## config.mk

```make
export PLATFORM = sky130hd
export DESIGN_NAME = mux4_scan_ctrl
export DESIGN_NICKNAME = d
export VERILOG_FILES = /design/src/rtl/mux4_scan_ctrl.sv
export SDC_FILE = /design/constraint.sdc
export NUM_CORES = 1
export LEC_CHECK = 0
export ABC_AREA = 1
export ABC_CLOCK_PERIOD_IN_PS = 1720
export BUFFER_PORTS_ARGS = -buffer_cell sky130_fd_sc_hd__buf_2
export CAP_MARGIN = 20
export CORE_MARGIN = 10
export CORE_UTILIZATION = 53
export DETAILED_ROUTE_END_ITERATION = 10
export PLACE_DENSITY = 0.76
export SETUP_SLACK_MARGIN = 0.2
export SLEW_MARGIN = 20
export SYNTH_ARGS = -nofsm -noshare
export SYNTH_HDL_FRONTEND = slang
export SYNTH_SLANG_ARGS = --single-unit
```

## constraint.sdc

```tcl
create_clock -name clk -period 1.72 [get_ports clk]
set_input_delay 0.344 -clock clk [delete_from_list [all_inputs] [get_ports clk]]
set_output_delay 0.344 -clock clk [all_outputs]
set_load 0.02 [all_outputs]
```

## src/rtl/mux4_scan_ctrl.sv

```systemverilog
// Select sequencer for a 4:1 mux: walks enabled channels, samples F after DWELL cycles each,
// publishes an atomic 4-bit snapshot with a done pulse. Define CONTINUOUS_EN to rescan from DONE.
module mux4_scan_ctrl #(
   parameter int DWELL = 2,
   parameter int CNT_W = 4
) (
   input  logic       clk,
   input  logic       rst,
   input  logic       start,
   input  logic [3:0] mask,
   input  logic       F,
   output logic [1:0] Sel,
   output logic       busy,
   output logic       done,
   output logic [3:0] snapshot
);

   typedef enum logic [1:0] {IDLE, SCAN, DONE} state_t;

   state_t           state_q, state_d;
   logic [1:0]       sel_q, sel_d;
   logic [CNT_W-1:0] cnt_q, cnt_d;
   logic [3:0]       mask_q, mask_d;
   logic [3:0]       shadow_q, shadow_d;
   logic [3:0]       snap_q, snap_d;
   logic             nextValid;
   logic [1:0]       nextSel;

   function automatic logic [1:0] lowestChan(input logic [3:0] m);
      logic [1:0] r;
      r = 2'd0;
      for (int i = 3; i >= 0; i--) begin
         if (m[i]) r = 2'(i);
      end
      return r;
   endfunction

   // Closest enabled channel above the one currently selected, if any.
   always_comb begin
      nextValid = 1'b0;
      nextSel   = 2'd0;
      for (int i = 3; i >= 0; i--) begin
         if (mask_q[i] && (i > int'(sel_q))) begin
            nextValid = 1'b1;
            nextSel   = 2'(i);
         end
      end
   end

   always_comb begin
      state_d  = state_q;
      sel_d    = sel_q;
      cnt_d    = cnt_q;
      mask_d   = mask_q;
      shadow_d = shadow_q;
      snap_d   = snap_q;
      case (state_q)
         IDLE: begin
            sel_d = 2'd0;
            cnt_d = '0;
            if (start) begin
               mask_d   = mask;
               shadow_d = 4'd0;
               if (mask != 4'd0) begin
                  state_d = SCAN;
                  sel_d   = lowestChan(mask);
               end else begin
                  state_d = DONE;
                  snap_d  = 4'd0;
               end
            end
         end
         SCAN: begin
            cnt_d = cnt_q + CNT_W'(1);
            if (cnt_q == CNT_W'(DWELL - 1)) begin
               shadow_d[sel_q] = F;
               cnt_d           = '0;
               if (nextValid) begin
                  sel_d = nextSel;
               end else begin
                  // Publish including the sample taken on this same edge.
                  state_d = DONE;
                  sel_d   = 2'd0;
                  snap_d  = shadow_d;
               end
            end
         end
         DONE: begin
            sel_d = 2'd0;
            cnt_d = '0;
`ifdef CONTINUOUS_EN
            mask_d = mask;
            if (mask != 4'd0) begin
               state_d  = SCAN;
               sel_d    = lowestChan(mask);
               shadow_d = 4'd0;
            end else begin
               state_d = IDLE;
            end
`else
            state_d = IDLE;
`endif
         end
         default: begin
            state_d = IDLE;
            sel_d   = 2'd0;
            cnt_d   = '0;
         end
      endcase
   end

   always_ff @(posedge clk) begin
      if (rst) begin
         state_q  <= IDLE;
         sel_q    <= 2'd0;
         cnt_q    <= '0;
         mask_q   <= 4'd0;
         shadow_q <= 4'd0;
         snap_q   <= 4'd0;
      end else begin
         state_q  <= state_d;
         sel_q    <= sel_d;
         cnt_q    <= cnt_d;
         mask_q   <= mask_d;
         shadow_q <= shadow_d;
         snap_q   <= snap_d;
      end
   end

   assign Sel      = sel_q;
   assign busy     = (state_q == SCAN);
   assign done     = (state_q == DONE);
   assign snapshot = snap_q;

endmodule
```

==> results of run 1 <==
[power groups by stage]
stage,logic [uW],registers [uW],clock network [uW]
final,312,521,232
after detailed placement,305,529,0
after floorplan,215,544,0
after global routing,355,527,253
after global placement,302,528,0
after CTS,315,520,236
[placed cells by master (no fill, tap or decap), drive strengths merged]
cell type | synthesis | final
dfxtp | 19 | 19
nor3 | 2 | 2
a21oi | 12 | 12
nor2 | 26 | 26
xor2 | 1 | 1
inv | 18 | 18
xnor2 | 1 | 1
clkbuf | 1 | 4
nand2 | 30 | 30
nand4 | 2 | 2
o21ai | 16 | 16
ha | 2 | 2
buf | 0 | 16
nand3 | 7 | 7
[Yosys cell counts, types with 2 or more instances]
cell / count
o21ai_0: 12
ha_1: 2
nor2_1: 24
nand2_1: 27
dfxtp_1: 19
o21ai_1: 3
nand2_2: 3
nand3_1: 6
nor3_1: 2
inv_1: 16
a21oi_1: 10
nand4_1: 2
[registers in the layout, indices dropped and copies added (netlist names)]
| name | cells |
|---|---|
| mask_q | 3 |
| Sel | 2 |
| cnt_q | 4 |
| state_q | 2 |
| shadow_q | 4 |
| snapshot | 4 |
[worst paths after layout]
| kind | start | to | slack, ns | cells past startpoint |
|---|---|---|---|---|
| setup / recovery | cnt_q[0]$_SDFF_PP0_ | snapshot[2]$_SDFFE_PP0P_ | 0.33 | 7 |
| hold / removal | rst | state_q[1]$_SDFFE_PP0P_ | 0.23 | 2 |
| setup reg to reg | cnt_q[0]$_SDFF_PP0_ | snapshot[2]$_SDFFE_PP0P_ | 0.33 | 7 |
| hold reg to reg | cnt_q[0]$_SDFF_PP0_ | cnt_q[0]$_SDFF_PP0_ | 0.50 | 1 |
[critical path, delay by kind of cell, from the launching register on]
| family | cells | cell delay [ns] |
|---|---|---|
| adder cells (fa/ha/maj) | 1 | 0.22 |
| flip-flops | 1 | 0.41 |
| AND/OR/NAND/NOR | 5 | 0.49 |
| AO/OA/AOI/OAI | 1 | 0.22 |
[final cells by class]
class / count / area [sq um] / share of cell area, %
clock buffers: 4 / 26.28 / 2.392
flip-flops and latches: 19 / 381.6 / 34.74
multi-input cells: 99 / 506.7 / 46.13
well taps: 25 / 31.28 / 2.847
inverters: 18 / 70.07 / 6.378
repair buffers: 16 / 82.58 / 7.517
[metal layers]
layer	global-route usage [%]	share of wire, %	vias up
li1	-	-	474
met1	13.37	48	396
met2	18.08	46	13
met3	3.405	4.1	4
met4	4.190	1.6	0
met5	0	0	-
[metrics by stage]
| step | util [%] | std cells | hold WS [ns] | area (sq um) | total power (uW) |
|---|---|---|---|---|---|
| after global placement | 61.59 | 176 | 0.4498 | 1064 | 829.7 |
| after CTS | 63.55 | 181 | 0.2361 | 1097 | 1070 |
| after floorplan | - | 137 | 0.4164 | 964.7 | 759.9 |
| after global routing | 63.62 | 181 | 0.2320 | 1099 | 1135 |
| final | 63.62 | 181 | 0.2298 | 1099 | 1065 |
| after detailed placement | 61.59 | 176 | 0.4687 | 1064 | 834.4 |
[cell families (layout without fill, tap and decap cells)]
group                      Yosys count  after routing  share of synthesized area (%)
adders and majority gates            2              2                          2.594
and+or+nand+nor                     67             67                          30.87
xor gates and xnor gates             2              2                          1.816
DFF                                 19             19                          39.43
AOI/OAI and AO/OA                   28             28                          17.25
buffers and inverters               19             38                          8.042
[repair_timing]
item                                    in CTS  in global routing
endpoints found under the setup margin       1                  1
pin swaps                                    1                  0
endpoints found under the hold margin        0                  0
resized for setup                            0                  1
setup buffers                                1                  0
==> impl_metrics.py, run 1 <==
metrics = {
    "timing": {
        "worst_slack_ns": 0.3279,
        "tns_ns": 0,
        "fin_crit_sh_pct": 80.93,
        "worst_slew_pin_slew_ns": 0.3341,
        "rsz0062_at_grt": "no",
        "post-route-min-period_ns": 1.392,
        "slew_headroom_pct": 77.70,
        "slew_violations": 0,
        "finClkSkew_ns": 0.003778,
        "clock.fmax_mhz": 718.4,
        "finalSetupViolCount": 0,
        "hold_violations": 0,
    },
    "logic_synthesis": {
        "yosys.area.top_type": "dfxtp_1",
        "seq_area_frac_synth_pct": 39.43,
        "async_flop_share_pct": 0,
        "ys_seq_elements": 19,
        "synth.avg_cell_area_sq_um": 7.041,
        "yosys_warnings": 0,
        "syn_nets": 147,
        "netlist_instances": 137,
        "ys.flop_type": "dfxtp_1",
        "synth_edf_count": 0,
        "synth_top_area_share_pct": 39.43,
        "synth_cell_types": 23,
        "syn_area_sq_um": 964.7,
        "ys_top_cells_by_area": "dfxtp_1, nand2_1, nor2_1",
    },
    "die": {
        "core-area_sq_um": 1727,
        "dieWidth_microns": 62.67,
        "io_pins": 16,
        "rows": 15,
        "die_area_sq_um": 3927,
        "initial_core_util_pct": 55.87,
        "die_y_microns": 62.67,
    },
    "finish": {
        "syn2layout_area_growth_pct": 13.88,
        "nFillCells": 153,
        "diodes": 0,
        "drive_above_1_share_pct": 19.87,
        "final_nets": 167,
    },
    "pwr": {
        "comb_power_share_pct": 29.3,
        "p_int_uw": 687.1,
        "pwr-share-seq_pct": 48.9,
        "ir_drop_mv": 0.7078,
        "powerDensity_nw_per_um2": 969.3,
        "leakagePower_uw": 0.0005210,
        "netSwitchingFraction_pct": 35.48,
        "clock_power_share_pct": 21.8,
        "power.switching_uw": 377.7,
    },
    "setup_path": {
        "critPathArrivalTime_ns": 1.64,
        "path_class": "reg -> reg",
        "path_cells": "ha_1 -> nand2_1 -> a21oi_4 -> nand3_4 -> nand2_1 -> nand2_1 -> nor2_1",
        "crit_path_top_delay_cell": "dfxtp_1",
        "start_kind": "register",
        "cp_slowest_stage_delay_ns": 0.41,
        "crit_path_frequent_cell": "nand2_1",
        "required_ns": 1.97,
        "cp-end-kind": "register",
        "crit_path_max_fanout": 7,
    },
    "clocking": {
        "cts_buffers": 3,
        "max-clock-path-buffers": 2,
        "clockRootBuffer": "clkbuf_4",
        "htreeDepth": 1,
        "tritoncts": "built",
        "clkLatencyLatePin_ns": 0.30,
        "holdBufCountCts": 0,
        "cts.sink_count": 19,
        "clkTransAtPathRegs_ns": 0.11,
    },
    "detailed_routing": {
        "drc": 0,
        "dr.first_iter.drc_count": 19,
        "firstDrtPassIters": 4,
        "num_vias": 887,
        "viasPerCell": 4.901,
        "wl_per_cell_microns": 11.46,
        "drtAntennaViolNets": 0,
        "wl_microns": 2074,
    },
    "min_path": {
        "min_path_type": "in -> reg",
    },
    "run_status": {
        "status": "complete, no violations",
    },
    "placed_design": {
        "place.gp.congestion": 0.8631,
        "port_buffers": 15,
        "pre_cts_slack_ns": 0.3814,
        "dp_hpwl_microns": 1578,
    },
    "grt": {
        "grt_pass1_vias": 849,
        "track_usage_pct": 11.14,
        "grt_remaining_overflow": 0,
        "grt_max_degree": 13,
        "grt_pass1_wl_microns": 3657,
        "antenna_found_initial": 0,
    },
    "job": {
        "maxCapViolations": 0,
    },
}
Power figures use the tool's default switching activity.
==> inputs of run 2 (changes only) <==
Settings changed: ABC_CLOCK_PERIOD_IN_PS 1720 to 1400.
Clock period 1.72 ns to 1.4 ns, I/O delays scaled along.
==> run 2 against run 1 <==
Global-route usage is 1.1 points higher. Sequential power is 24% higher. Critical endpoint is now busy. Die area stayed put. Clock power is 18% higher. Clock skew is 0.0035 ns higher. Sequential cell count stayed put. Critical path depth is 4 lower. Worst setup slack worse by 0.25 ns. Count of clock-buffer cells in the layout is 1 lower. Routed wire length is 17% higher. Power is 36% higher. Hold slack worse by 0.037 ns.
==> impl_metrics.py, run 2 (synthesis gave the netlist of run 1 again) <==
metrics = {
    "grt": {
        "grt_pass1_wl_microns": 4029,
        "track_usage_pct": 12.26,
        "grt_remaining_overflow": 0,
        "grt_pass1_vias": 925,
        "grt_max_degree": 13,
        "antenna_found_initial": 0,
    },
    "clocking": {
        "cts_buffers": 3,
        "clockRootBuffer": "clkbuf_4",
        "holdBufCountCts": 0,
        "tritoncts": "built",
        "cts.sink_count": 19,
        "max-clock-path-buffers": 2,
        "clkTransAtPathRegs_ns": 0.11,
        "clkLatencyLatePin_ns": 0.29,
        "htreeDepth": 1,
    },
    "setup_path": {
        "critPathArrivalTime_ns": 1.04,
        "crit_buf_inv": 2,
        "required_ns": 1.12,
        "crit_path_top_delay_cell": "dfxtp_2",
        "cp_slowest_stage_delay_ns": 0.36,
        "cpLargestDelayFamily": "flip-flops",
        "cp-end-kind": "output pin",
        "path_cells": "inv_2 -> nor2_4 -> buf_4",
        "crit_path_max_fanout": 4,
        "start_kind": "register",
        "path_class": "reg -> out",
    },
    "timing": {
        "slew_violations": 0,
        "hold_violations": 0,
        "clock.fmax_mhz": 756.7,
        "slew_headroom_pct": 70.08,
        "tns_ns": 0,
        "finalSetupViolCount": 0,
        "rsz0062_at_grt": "yes",
        "whs_ns": 0.1924,
        "finClkSkew_ns": 0.007291,
        "fin_crit_sh_pct": 94.39,
        "post-route-min-period_ns": 1.322,
        "worst_slew_pin_slew_ns": 0.4483,
    },
    "die": {
        "rows": 15,
        "dieWidth_microns": 62.67,
        "die_area_sq_um": 3927,
        "core-area_sq_um": 1727,
        "io_pins": 16,
        "die_y_microns": 62.67,
        "initial_core_util_pct": 55.87,
    },
    "detailed_routing": {
        "firstDrtPassIters": 4,
        "wl_microns": 2420,
        "viasPerCell": 5.084,
        "wl_per_cell_microns": 12.67,
        "num_vias": 971,
        "dr.first_iter.drc_count": 28,
        "drtAntennaViolNets": 0,
        "drc": 0,
    },
    "pwr": {
        "leakagePower_uw": 0.0006017,
        "powerDensity_nw_per_um2": 1120,
        "totalPowerFinal_uw": 1446,
        "ir_drop_mv": 0.7817,
    },
    "job": {
        "maxCapViolations": 0,
    },
    "placed_design": {
        "dp_hpwl_microns": 1616,
        "dp_cells": 177,
        "dpl_cell_area_sq_um": 1085,
        "place.gp.congestion": 0.7993,
        "port_buffers": 15,
    },
    "finish": {
        "syn2layout_area_growth_pct": 33.85,
        "diodes": 0,
        "layout_commonest_cell": "nand2_1",
        "final_area_sq_um": 1291,
        "final_cell_mix": "nand2_1, nor2_1, inv_1, dfxtp_1, buf_2",
        "nFillCells": 135,
        "drive_above_1_share_pct": 36.14,
        "final_nets": 177,
        "layout.cells.non_filler": 191,
    },
    "min_path": {
        "min_path_type": "in -> reg",
    },
    "run_status": {
        "status": "complete, no violations",
    },
}
-- run 2: cell types whose count changed in the layout (fill, tap and decap cells not counted), moves of 3 or more --
| cell | before | now |
|---|---|---|
| buf_4 | 1 | 9 |
| o21ai_0 | 12 | 6 |
| dfxtp_1 | 18 | 13 |
| o21ai_1 | 3 | 8 |
| nand2_1 | 27 | 23 |
| buf_6 | 0 | 3 |
| dfxtp_2 | 1 | 4 |
| inv_1 | 16 | 13 |
| inv_2 | 1 | 4 |
| nand2_4 | 0 | 3 |
| nor2_1 | 24 | 21 |
-- run 2: metrics by stage --
stage	worst slack [ns]	util (%)
2_1_floorplan	0.2050	-
3_3_place_gp	0.1280	62.83
3_5_place_dp	0.09461	62.83
4_1_cts	0.08287	72.75
5_1_grt	0.007481	74.78
6_report	0.07849	74.78
-- run 2: final cells by class --
class / instances / area (sq um) / share of cell area [%]
inverters: 18 / 75.07 / 5.814
well taps: 25 / 31.28 / 2.422
repair buffers: 26 / 186.4 / 14.44
flip-flops and latches: 19 / 392.9 / 30.43
multi-input cells: 99 / 578.1 / 44.77
clock inverters: 1 / 5.005 / 0.3876
clock buffers: 3 / 22.52 / 1.744
-- run 2: power breakdown --
group / leakage (uW) / internal [uW] / switching [uW]
sequential: 0.000159 / 599 / 46.5
clock: 0.0000177 / 106 / 167
combinational: 0.000425 / 222 / 305
total: 0.000602 / 927 / 519
-- run 2: what timing repair did --
action,4_1_cts,5_1_grt
setup endpoints to repair,18,21
buffers inserted,8,2
pin swaps,14,11
gates resized for setup,28,7
-- run 2: final timing paths --
| check | endpoint | slack [ns] | startpoint | depth (start not counted) |
|---|---|---|---|---|
| worst min-delay path | state_q[1]$_SDFFE_PP0P_ | 0.19 | rst | 2 |
| worst max-delay path | busy | 0.08 | state_q[0]$_SDFFE_PP0P_ | 3 |
| worst min register to register | snapshot[2]$_SDFFE_PP0P_ | 0.52 | snapshot[2]$_SDFFE_PP0P_ | 4 |
| worst max register to register | Sel[0]$_SDFFE_PP0P_ | 0.11 | state_q[0]$_SDFFE_PP0P_ | 8 |
-- run 2: metal layers --
layer | routed length [microns] | up-vias | GRT usage (%)
met4 | 13 | 0 | 3.073
li1 | - | 502 | -
met1 | 1004 | 442 | 12.96
met5 | 0 | - | 0
met2 | 1272 | 25 | 22.69
met3 | 129 | 2 | 3.943
-- run 2: worst register-to-register path, stage by stage (launching register included) --
cell and delay [ns]:
dfxtp_2 0.36, inv_2 0.05, nor2_4 0.17, buf_12 0.14, inv_8 0.04, a21oi_4 0.17, nor3_2 0.06, o21ai_1 0.08
o21ai_1 0.10
==> inputs of run 3 (changes only) <==
Settings changed: BUFFER_PORTS_ARGS -buffer_cell sky130_fd_sc_hd__buf_2 to -buffer_cell sky130_fd_sc_hd__clkbuf_2, CTS_CLUSTER_SIZE set to 10.
==> run 3 against run 2 <==
Clock power is 5% higher. First-iteration DRC count down 36%. Final area fell by 2.0%. Sequential cell count unchanged. Core utilization is 1.5 points lower. Maximum frequency up 3.8%. Final cell count down 2.1%. Clock skew shrank 0.0050 ns. Largest cell class unchanged.
==> impl_metrics.py, run 3 (synthesis gave the netlist of run 1 again) <==
metrics = {
    "run_status": {
        "status": "complete, no violations",
    },
    "grt": {
        "grt_pass1_vias": 892,
        "grt_remaining_overflow": 0,
        "grt_pass1_wl_microns": 3726,
        "antenna_found_initial": 0,
        "track_usage_pct": 11.36,
        "grt_max_degree": 11,
    },
    "die": {
        "die_area_sq_um": 3927,
        "die_y_microns": 62.67,
        "dieWidth_microns": 62.67,
        "initial_core_util_pct": 55.87,
        "rows": 15,
        "core-area_sq_um": 1727,
        "io_pins": 16,
    },
    "setup_path": {
        "startpoint": "state_q[1]$_SDFFE_PP0P_",
        "path_class": "reg -> out",
        "r2r_start": "state_q[0]$_SDFFE_PP0P_",
        "critPathArrivalTime_ns": 0.99,
        "start_kind": "register",
        "required_ns": 1.12,
        "crit_path_max_fanout": 4,
        "cp-end-kind": "output pin",
    },
    "clocking": {
        "clkLatencyLatePin_ns": 0.30,
        "tritoncts": "built",
        "htreeDepth": 1,
        "clockRootBuffer": "clkbuf_4",
        "cts.sink_count": 19,
        "clkTransAtPathRegs_ns": 0.11,
        "max-clock-path-buffers": 2,
        "holdBufCountCts": 0,
        "cts_buffers": 3,
    },
    "detailed_routing": {
        "drtAntennaViolNets": 0,
        "wl_microns": 2389,
        "num_vias": 971,
        "viasPerCell": 5.193,
        "dr.first_iter.drc_count": 18,
        "firstDrtPassIters": 5,
        "wl_per_cell_microns": 12.78,
        "drc": 0,
    },
    "timing": {
        "finalSetupViolCount": 0,
        "slew_violations": 0,
        "worst_slack_ns": 0.1273,
        "worst_slew_pin_slew_ns": 0.2806,
        "clock.fmax_mhz": 785.8,
        "fin_crit_sh_pct": 90.90,
        "rsz0062_at_grt": "yes",
        "slew_headroom_pct": 81.28,
        "post-route-min-period_ns": 1.273,
        "tns_ns": 0,
        "hold_violations": 0,
        "finClkSkew_ns": 0.002300,
    },
    "finish": {
        "final_cell_mix": "nor2_1, nand2_1, dfxtp_1, clkbuf_2, inv_1",
        "final_nets": 173,
        "syn2layout_area_growth_pct": 31.13,
        "drive_above_1_share_pct": 36.42,
        "layout.cells.non_filler": 187,
        "layout_commonest_cell": "nor2_1",
        "diodes": 0,
    },
    "pwr": {
        "powerDensity_nw_per_um2": 1124,
        "leakagePower_uw": 0.0005744,
        "ir_drop_mv": 0.7544,
    },
    "placed_design": {
        "place.gp.congestion": 0.8089,
        "port_buffers": 15,
        "dp_cells": 178,
        "dp_hpwl_microns": 1676,
        "pre_cts_slack_ns": 0.07269,
    },
    "job": {
        "maxCapViolations": 0,
    },
    "min_path": {
        "min_path_type": "in -> reg",
        "worstHoldStart": "rst",
    },
}
run 3: repair_timing:
item                                    in CTS  in global routing
setup buffers                                3                  2
gates resized for setup                     17                 26
gates cloned                                 0                  0
endpoints found under the setup margin      13                 20
pin swaps                                    5                 13
run 3: per-stage QoR:
step                utilization, %  hold WS, ns  power, uW  instance area, sq um
floorplan                        -       0.3524      940.3                 978.4
global placement             63.26       0.4240       1035                  1092
detailed placement           63.26       0.4281       1047                  1092
CTS                          68.55       0.1693       1356                  1184
global route                 73.26       0.2377       1500                  1265
finish                       73.26       0.2131       1422                  1265
run 3: where the power goes:
part	switching [uW]	total (uW)	internal [uW]
sequential	49.5	648	599
clock	175	286	111
combinational	299	488	189
total	523	1420	899
run 3: path summary, 6_finish.rpt:
kind                                                 end  slack [ns]  cells after the start
worst max register to register  shadow_q[1]$_SDFFE_PP0P_        0.13                      7
worst min register to register       cnt_q[0]$_SDFF_PP0_        0.46                      1
worst min-delay path             state_q[1]$_SDFFE_PP0P_        0.21                      2
worst max-delay path                                done        0.13                      3
run 3: layout make-up:
class,instances,area [sq um]
multi-input combinational,99,586.8
fill,136,461.7
sequential,19,400.4
timing repair buffer,22,142.6
inverter,18,77.57
tap,25,31.28
clock buffer,4,26.28
run 3: layer usage:
layer / up-vias / track usage [%] / share of wire (%)
li1: 490 / - / -
met1: 443 / 12.77 / 40
met2: 34 / 19.74 / 53
met3: 4 / 3.226 / 6.4
met4: 0 / 4.190 / 0.96
met5: - / 0 / 0
run 3: worst max-delay path, cell delays in order, from the launching register on:
cell and delay, ns:
dfxtp_4 0.40, inv_1 0.06, nor2_1 0.08, buf_4 0.15
